===== src/rtl/key_slot_sched_if.sv =====
// Byte-stream input and chord-slot output bundle of the key-slot scheduler.
interface key_slot_sched_if;
    logic [7:0] in_data;
    logic       in_valid;
    logic       in_ready;
    logic [7:0] key0;
    logic [7:0] key1;
    logic [7:0] key2;
    logic [1:0] state;
    logic       chg;
    logic       drop;

    modport master (
        output in_data, in_valid,
        input  in_ready, key0, key1, key2, state, chg, drop
    );

    modport slave (
        input  in_data, in_valid,
        output in_ready, key0, key1, key2, state, chg, drop
    );
endinterface


===== src/rtl/key_slot_sched.sv =====
// Key-slot scheduler: decodes PS/2 make/break sequences and keeps up to
// three held keys ordered newest (key0) to oldest (key2).
//
// state | meaning
// IDLE  | ready for a byte; prefix bytes F0/E0 only set flags
// APPLY | one cycle; the latched make/break is committed to the slots
module key_slot_sched #(
    parameter int MAXK = 3
) (
    input  logic             clk,
    input  logic             clrn,
    key_slot_sched_if.slave  bus
);

    localparam logic [7:0] C_BRK  = 8'hF0;
    localparam logic [7:0] C_EXT  = 8'hE0;
    localparam logic [1:0] C_FULL = 2'(MAXK);

    typedef enum logic {IDLE, APPLY} fsm_t;

    fsm_t       r_fsm;
    fsm_t       w_fsm_nxt;
    logic       r_brk;
    logic       r_ext;
    logic       w_brk_nxt;
    logic       w_ext_nxt;
    logic       w_op_ld;
    logic       r_op_brk;
    logic [7:0] r_op_code;

    logic [7:0] r_key0;
    logic [7:0] r_key1;
    logic [7:0] r_key2;
    logic [1:0] r_cnt;
    logic       r_chg;
    logic       r_drop;

    logic [7:0] w_key0_nxt;
    logic [7:0] w_key1_nxt;
    logic [7:0] w_key2_nxt;
    logic [1:0] w_cnt_nxt;
    logic       w_chg_nxt;
    logic       w_drop_nxt;

    logic       w_take;
    logic       w_hit0;
    logic       w_hit1;
    logic       w_hit2;

    assign w_take = bus.in_valid && (r_fsm == IDLE);

    // Latched code is never 0x00, so an empty slot can never match it.
    assign w_hit0 = (r_key0 == r_op_code);
    assign w_hit1 = (r_key1 == r_op_code);
    assign w_hit2 = (r_key2 == r_op_code);

    // Byte decode: prefixes set flags, anything else clears them and may latch an op.
    always_comb begin
        w_fsm_nxt = r_fsm;
        w_brk_nxt = r_brk;
        w_ext_nxt = r_ext;
        w_op_ld   = 1'b0;
        case (r_fsm)
            IDLE: begin
                if (w_take) begin
                    if (bus.in_data == C_BRK) begin
                        w_brk_nxt = 1'b1;
                    end else if (bus.in_data == C_EXT) begin
                        w_ext_nxt = 1'b1;
                    end else begin
                        w_brk_nxt = 1'b0;
                        w_ext_nxt = 1'b0;
                        if (!r_ext && (bus.in_data != 8'h00)) begin
                            w_op_ld   = 1'b1;
                            w_fsm_nxt = APPLY;
                        end
                    end
                end
            end
            APPLY:   w_fsm_nxt = IDLE;
            default: w_fsm_nxt = IDLE;
        endcase
    end

    // FSM state, prefix flags and the pending operation.
    always_ff @(posedge clk or posedge clrn) begin
        if (clrn) begin
            r_fsm     <= IDLE;
            r_brk     <= 1'b0;
            r_ext     <= 1'b0;
            r_op_brk  <= 1'b0;
            r_op_code <= 8'h00;
        end else begin
            r_fsm <= w_fsm_nxt;
            r_brk <= w_brk_nxt;
            r_ext <= w_ext_nxt;
            if (w_op_ld) begin
                r_op_brk  <= r_brk;
                r_op_code <= bus.in_data;
            end
        end
    end

    // Slot update for the APPLY cycle; all slots and the count move together.
    always_comb begin
        w_key0_nxt = r_key0;
        w_key1_nxt = r_key1;
        w_key2_nxt = r_key2;
        w_cnt_nxt  = r_cnt;
        w_chg_nxt  = 1'b0;
        w_drop_nxt = 1'b0;
        if (r_fsm == APPLY) begin
            if (!r_op_brk) begin
                // A key already held is a typematic repeat and leaves everything alone.
                if (!(w_hit0 || w_hit1 || w_hit2)) begin
                    w_key2_nxt = r_key1;
                    w_key1_nxt = r_key0;
                    w_key0_nxt = r_op_code;
                    w_chg_nxt  = 1'b1;
                    if (r_cnt == C_FULL) begin
                        w_drop_nxt = 1'b1;
                    end else begin
                        w_cnt_nxt = r_cnt + 2'd1;
                    end
                end
            end else if (w_hit0) begin
                w_key0_nxt = r_key1;
                w_key1_nxt = r_key2;
                w_key2_nxt = 8'h00;
                w_cnt_nxt  = r_cnt - 2'd1;
                w_chg_nxt  = 1'b1;
            end else if (w_hit1) begin
                w_key1_nxt = r_key2;
                w_key2_nxt = 8'h00;
                w_cnt_nxt  = r_cnt - 2'd1;
                w_chg_nxt  = 1'b1;
            end else if (w_hit2) begin
                w_key2_nxt = 8'h00;
                w_cnt_nxt  = r_cnt - 2'd1;
                w_chg_nxt  = 1'b1;
            end
        end
    end

    // Registered slot outputs and the one-cycle change/drop pulses.
    always_ff @(posedge clk or posedge clrn) begin
        if (clrn) begin
            r_key0 <= 8'h00;
            r_key1 <= 8'h00;
            r_key2 <= 8'h00;
            r_cnt  <= 2'd0;
            r_chg  <= 1'b0;
            r_drop <= 1'b0;
        end else begin
            r_key0 <= w_key0_nxt;
            r_key1 <= w_key1_nxt;
            r_key2 <= w_key2_nxt;
            r_cnt  <= w_cnt_nxt;
            r_chg  <= w_chg_nxt;
            r_drop <= w_drop_nxt;
        end
    end

    assign bus.in_ready = (r_fsm == IDLE);
    assign bus.key0     = r_key0;
    assign bus.key1     = r_key1;
    assign bus.key2     = r_key2;
    assign bus.state    = r_cnt;
    assign bus.chg      = r_chg;
    assign bus.drop     = r_drop;

endmodule


===== src/flat_wrapper.sv =====
// flat-port wrapper written by rule: the top's interface ports become plain ports
module key_slot_sched_flat 
#(
    parameter int MAXK = 3
)
  (clk, clrn, bus_in_data, bus_in_valid, bus_in_ready, bus_key0, bus_key1, bus_key2, bus_state, bus_chg, bus_drop);
  key_slot_sched_if bus_i ();
  input  logic clk;
  input  logic clrn;
  input wire logic [$bits(bus_i.in_data)-1:0] bus_in_data;
  input wire logic [$bits(bus_i.in_valid)-1:0] bus_in_valid;
  output wire logic [$bits(bus_i.in_ready)-1:0] bus_in_ready;
  output wire logic [$bits(bus_i.key0)-1:0] bus_key0;
  output wire logic [$bits(bus_i.key1)-1:0] bus_key1;
  output wire logic [$bits(bus_i.key2)-1:0] bus_key2;
  output wire logic [$bits(bus_i.state)-1:0] bus_state;
  output wire logic [$bits(bus_i.chg)-1:0] bus_chg;
  output wire logic [$bits(bus_i.drop)-1:0] bus_drop;
  assign bus_i.in_data = bus_in_data;
  assign bus_i.in_valid = bus_in_valid;
  assign bus_in_ready = bus_i.in_ready;
  assign bus_key0 = bus_i.key0;
  assign bus_key1 = bus_i.key1;
  assign bus_key2 = bus_i.key2;
  assign bus_state = bus_i.state;
  assign bus_chg = bus_i.chg;
  assign bus_drop = bus_i.drop;
  key_slot_sched #(.MAXK(MAXK)) u_core (.clk(clk), .clrn(clrn), .bus(bus_i));
endmodule

===== config.mk =====
export PLATFORM = sky130hd
export DESIGN_NAME = key_slot_sched_flat
export DESIGN_NICKNAME = d
export VERILOG_FILES = /design/src/rtl/key_slot_sched_if.sv /design/src/rtl/key_slot_sched.sv /design/src/flat_wrapper.sv
export SDC_FILE = /design/constraint.sdc
export NUM_CORES = 1
export LEC_CHECK = 0
export ABC_AREA = 1
export CAP_MARGIN = 20
export CORE_MARGIN = 4
export CORE_UTILIZATION = 54
export DETAILED_ROUTE_END_ITERATION = 8
export GPL_TIMING_DRIVEN = 1
export PLACE_DENSITY_LB_ADDON = 0.15
export RECOVER_POWER = 100
export SETUP_SLACK_MARGIN = 0.1
export SYNTH_ARGS = -nofsm -noshare
export SYNTH_HDL_FRONTEND = slang
export SYNTH_SLANG_ARGS = --single-unit

===== constraint.sdc =====
create_clock -name clk -period 2.1 [get_ports clk]
set_input_delay 0.315 -clock clk [delete_from_list [all_inputs] [get_ports clk]]
set_output_delay 0.315 -clock clk [all_outputs]
set_load 0.03 [all_outputs]

==> results.toml, run 1 <==
[status]
status = "completed"

[power]
switching_share_pct = 51.8
power.total_mw = 4.34
power_density_nw_per_um2 = 1410
p_leak_nw = 1.71
switchingPower_mw = 2.25
combPwrFrac_pct = 56.1
seq_power_share_pct = 33.2
ir_drop_mv = 0.646
p_int_mw = 2.09
power.share.clock_pct = 10.6

[synthesis]
yosysUniqueCellTypes = 20
yosys.area_share.simple_pct = 43.8
syn-num-nets = 421
yosysSeqAreaShare_pct = 39.3
synth.avg_cell_area_um2 = 6.22
synthMuxAreaShare_pct = 0
synth_top_family_by_area = "simple AND/OR/NAND/NOR gates"
synth_fa_ha_area_share_pct = 0
synthCells = 410
synth_warnings = 0
synth-seq-cells = 40
synth_xor_area_share_pct = 1.37
syn-cell-area_um2 = 2550
synth-compound-area-share_pct = 5.59

[worst_setup_path]
start_kind = "flop"
cp_top_family = "buffers and inverters"
max_stage_delay_ns = 0.77
crit_buf_inv = 2
rr_worst_depth = 11
r2r_end = "u_core.bus.key1[1]$_DFFE_PP0P_"
crit_fanout = 5
path_cells = "inv_1, dlygate4sd3_1"
timing.rr.start = "u_core.r_op_code[1]$_DFFE_PP0P_"
path_class = "reg2out"
rrSetupSlack_ns = 0.25
crit_path_top_delay_cell = "dlygate4sd3_1"
crit_required_ns = 1.78
critical_path_arrival_ns = 1.62
endpoint_kind = "output port"

[cells_and_area]
nFillCells = 409
mostFrequentLayoutCell = "nand2_1"
stdcell_area_um2 = 3070
area_growth_pct = 20.5
final_cell_mix = "nand2_1, inv_1, dfrtp_1"
final_nets = 464
layout-drive-gt1-share_pct = 4.88
diodes = 0

[worst_hold_path]
hold_class = "reg2reg"
hold_depth = 2
hold_path.startpoint = "u_core.r_ext$_DFFE_PP0P_"
whs_endpoint = "u_core.r_ext$_DFFE_PP0P_"

[floorplan]
placement_rows = 24
start_util_pct = 57.0
die_w_um = 76.7
io_pins = 40
die_area_um2 = 5890
die_y_um = 76.7
core_um2 = 4470

[clock_tree]
cts-root-buf = "clkbuf_8"
clock-sinks = 40
cts_tree = "done"
ctsHoldBuffers = 0
insertion_delay_ns = 0.29
clkTransAtPathRegs_ns = 0.07
post-cts-setup-buffer-count = 0
cts_buffers = 5
clk_path_buf_depth = 2
postCtsResizedCells = 0
htree_levels = 2

[route]
wl_um = 6500
first_iter_violations = 195
avgViaCountPerCell = 5.21
vias = 2622
avgRoutedWirePerCell_um = 12.9
drcViolationCount = 0
drtPass1Iterations = 5
detail-route-antenna-nets = 0

[grt]
grt_pass1_vias = 2337
grt_pass1_wl_um = 10800
track_usage_pct = 23.2
antenna_found_initial = 0
grt_max_degree = 41
grt-ovfl-total = 0

[timing]
fin_crit_sh_pct = 91.9
tightest_slew_ns = 1.00
rsz0062_at_grt = "no"
fin_tns_setup_ns = 0
final-setup-viol-count = 0
hold_viol = 0
skew_ns = 0.00272
drv_slew = 0
slew_headroom_pct = 33.0
fmax_ghz = 0.518
period_minus_slack_ns = 1.93
layout_setup_ws_ns = 0.170

[place]
globalplace.congestion = 0.889
port-buffer-count = 39
place_area_um2 = 3000
dp_hpwl_um = 4800
place_ws_ns = 0.136

[run]
maxCapViolations = 0
==> registers in the layout, summed over array words and instances (netlist names) <==
register,flops
u_core.bus.drop,1
u_core.r_ext,1
u_core.bus.key2,8
u_core.bus.key1,8
u_core.r_op_code,8
u_core.bus.chg,1
u_core.bus.state,2
u_core.r_op_brk,1
u_core.r_brk,1
u_core.bus.key0,8
u_core.r_fsm,1
==> per-stage QoR <==
step | hold slack [ns] | cells | utilization (%)
after floorplan | 0.436 | 410 | -
after global placement | 0.502 | 498 | 67.1
after detailed placement | 0.497 | 498 | 67.1
after CTS | 0.463 | 503 | 68.6
after global routing | 0.547 | 503 | 68.7
final | 0.510 | 503 | 68.7
==> cell families after synthesis <==
group / after synthesis
xor+xnor: 4
compound gates: 28
simple gates: 273
buf+inv: 65
flops: 40
==> cell usage after synthesis <==
cell type  count  share of area (%)
nor3_1         2               0.39
nand2_1      201                 30
xnor2_1        3                1.0
dfrtp_1       40                 39
nor2_1        28                4.1
nor2_2         1               0.25
clkbuf_1       4               0.59
nand2_2        5                1.2
buf_6          1               0.44
xor2_1         1               0.34
a21oi_1        1               0.20
buf_2          3               0.59
inv_2          6               0.88
o21ai_0       25                4.9
a31oi_1        2               0.49
nand4_1       12                2.9
inv_1         51                7.5
nand3_1       21                4.1
nand2_4        2               0.88
nor4_1         1               0.25
==> final cells by class <==
cell class | count | area, um2 | share of cell area, %
Multi-Input combinational cell | 305 | 1300 | 42.3
Sequential cell | 40 | 1000 | 32.6
Timing Repair Buffer | 44 | 423 | 13.8
Inverter | 57 | 214 | 6.96
Clock buffer | 5 | 68.8 | 2.24
Tap cell | 52 | 65.1 | 2.12
==> how the worst max path moves through the flow <==
stage / to / from / cells after the start
finish: bus_in_ready / u_core.r_fsm$_DFF_PP0_ / 2
global route: u_core.bus.key1[5]$_DFFE_PP0P_ / u_core.r_op_code[1]$_DFFE_PP0P_ / 11
CTS: bus_in_ready / u_core.r_fsm$_DFF_PP0_ / 2
detailed placement: u_core.r_op_code[4]$_DFFE_PP0P_ / bus_in_data[3] / 11
global placement: u_core.r_op_code[1]$_DFFE_PP0P_ / bus_in_data[0] / 11
floorplan: u_core.bus.key1[1]$_DFFE_PP0P_ / u_core.bus.key2[1]$_DFFE_PP0P_ / 12
==> worst min-delay path: stages, from the launching register on <==
cell and delay (ns):
dfrtp_1 0.34, nor2_1 0.05, nor2_1 0.08
==> power by group through the flow <==
stage	sequential (mW)	clock [mW]	combinational [mW]
final	1.44	0.462	2.44
after global routing	1.50	0.513	2.70
after CTS	1.44	0.476	2.51
after detailed placement	1.45	0	2.50
after global placement	1.44	0	2.46
after floorplan	1.76	0	1.32
==> layer usage <==
| metal | vias to the layer above | part of all wire [%] | GRT usage, % |
|---|---|---|---|
| met3 | 10 | 7.2 | 5.62 |
| met4 | 0 | 1.9 | 8.15 |
| li1 | 1338 | - | - |
| met5 | - | 0 | 0 |
| met1 | 1180 | 44 | 28.8 |
| met2 | 94 | 47 | 39.3 |
Power figures use the tool's default switching activity.
==> run 2: changes to the inputs <==
--- a/config.mk
+++ b/config.mk
@@ -6,12 +6,11 @@
 export NUM_CORES = 1
 export LEC_CHECK = 0
 export ABC_AREA = 1
-export CAP_MARGIN = 20
 export CORE_MARGIN = 4
 export CORE_UTILIZATION = 54
 export DETAILED_ROUTE_END_ITERATION = 8
 export GPL_TIMING_DRIVEN = 1
-export PLACE_DENSITY_LB_ADDON = 0.15
+export PLACE_DENSITY_LB_ADDON = 0.05
 export RECOVER_POWER = 100
 export SETUP_SLACK_MARGIN = 0.1
 export SYNTH_ARGS = -nofsm -noshare
==> run 2 against run 1 <==
Net effect:
- die area unchanged
- utilization rose by 1.6 points
- cell count up 1.2%
- maximum frequency is 1.7% lower
- count of clock-buffer cells in the layout stayed put
- largest power group unchanged
==> results.toml, run 2 (synthesis results as in run 1) <==
[clock_tree]
cts_tree = "done"
cts_buffers = 5
postCtsResizedCells = 0
insertion_delay_ns = 0.30
clk_path_buf_depth = 2
htree_levels = 2
cts-root-buf = "clkbuf_8"
clkTransAtPathRegs_ns = 0.08
ctsHoldBuffers = 0
clock-sinks = 40
post-cts-setup-buffer-count = 0

[place]
globalplace.congestion = 0.896
dp_hpwl_um = 4890
port-buffer-count = 39

[route]
drtPass1Iterations = 5
avgRoutedWirePerCell_um = 13.4
first_iter_violations = 249
wl_met3_um = 484
drcViolationCount = 0
vias = 2717
wl_um = 6830
met2WireLength_um = 3250
detail-route-antenna-nets = 0
wl_met1_um = 2940
avgViaCountPerCell = 5.34
routed.top_layer = "met4"

[grt]
grt-ovfl-total = 0
antenna_found_initial = 0
grt_max_degree = 41
grt_pass1_wl_um = 11400
track_usage_pct = 24.4
grt_pass1_vias = 2375

[timing]
final-setup-viol-count = 0
fin_tns_setup_ns = 0
slew_headroom_pct = 34.2
period_minus_slack_ns = 1.96
skew_ns = 0.00852
drv_slew = 0
fmax_ghz = 0.509
hold_viol = 0
fin_crit_sh_pct = 93.5
rsz0062_at_grt = "no"
tightest_slew_ns = 0.987

[floorplan]
start_util_pct = 57.0
placement_rows = 24
die_y_um = 76.7
core_um2 = 4470
die_w_um = 76.7
die_area_um2 = 5890
io_pins = 40

[worst_hold_path]
hold_class = "reg2reg"

[status]
status = "completed"

[power]
power.total_mw = 4.58
power_density_nw_per_um2 = 1460
p_leak_nw = 1.74
ir_drop_mv = 0.686

[cells_and_area]
layout-drive-gt1-share_pct = 6.35
area_growth_pct = 23.4
final_nets = 467
diodes = 0
mostFrequentLayoutCell = "nand2_1"
nFillCells = 408
final_cell_mix = "nand2_1, inv_1, dfrtp_1"

[worst_setup_path]
max_stage_delay_ns = 0.78
start_kind = "flop"
crit_buf_inv = 2
path_cells = "inv_1, dlygate4sd3_1"
crit_path_top_delay_cell = "dlygate4sd3_1"
endpoint_kind = "output port"
crit_required_ns = 1.78
critical_path_arrival_ns = 1.65
cp_top_family = "buffers and inverters"
crit_fanout = 5
path_class = "reg2out"
rrSetupSlack_ns = 0.28

[run]
maxCapViolations = 0
## run 2: cell types whose count changed in the layout (fill, tap and decap cells not counted)
cell and delta:
nand2_8 +1, inv_2 +1, inv_1 -1, bufinv_16 +1, nand2_4 -1, clkinv_2 +1, clkinvlp_4 +1, buf_4 +3
## run 2: path summary, 6_finish.rpt
check / from / cells past startpoint / end
worst max register to register: u_core.r_op_code[4]$_DFFE_PP0P_ / 12 / u_core.bus.key0[6]$_DFFE_PP0P_
worst min-delay path: u_core.r_ext$_DFFE_PP0P_ / 2 / u_core.r_ext$_DFFE_PP0P_
min in group asynchronous: clrn / 3 / u_core.bus.key1[6]$_DFFE_PP0P_
worst max-delay path: u_core.r_fsm$_DFF_PP0_ / 2 / bus_in_ready
worst min register to register: u_core.r_ext$_DFFE_PP0P_ / 2 / u_core.r_ext$_DFFE_PP0P_
max in group asynchronous: clrn / 3 / u_core.r_fsm$_DFF_PP0_
## run 2: worst min-delay path: stages (launching register included)
cell     delay [ns]
dfrtp_1        0.36
nor2_1         0.05
nor2_1         0.07
## run 2: final cells by class
type / instances / area (um2) / share of cell area [%]
well taps: 52 / 65.1 / 2.07
clock inverters: 3 / 42.5 / 1.35
flip-flops and latches: 40 / 1000 / 31.8
clock buffers: 5 / 68.8 / 2.19
inverters: 57 / 214 / 6.80
multi-input cells: 305 / 1310 / 41.6
repair buffers: 47 / 445 / 14.2
## run 2: per-stage QoR
| stage | setup WS [ns] | std cells | utilization (%) | instance area (um2) | hold slack, ns |
|---|---|---|---|---|---|
| after global placement | 0.258 | 501 | 67.6 | 3020 | 0.497 |
| final | 0.137 | 509 | 70.3 | 3150 | 0.520 |
| after global routing | 0.0699 | 509 | 70.3 | 3150 | 0.556 |
| after floorplan | 0.457 | 410 | - | 2550 | 0.436 |
| after detailed placement | 0.176 | 501 | 67.6 | 3020 | 0.501 |
| after CTS | 0.194 | 509 | 70.1 | 3140 | 0.450 |
## run 2: metal layers
layer  up-vias  track usage (%)
met2       109             40.2
met4         0             7.79
li1       1351                -
met3        16             3.63
met1      1241             32.9
met5         -                0
## run 2: power breakdown
| part | total, mW | switching, mW | leakage, nW | internal, mW |
|---|---|---|---|---|
| logic | 2.53 | 1.66 | 1.17 | 0.870 |
| registers | 1.41 | 0.371 | 0.518 | 1.04 |
| clock network | 0.647 | 0.295 | 0.0541 | 0.352 |
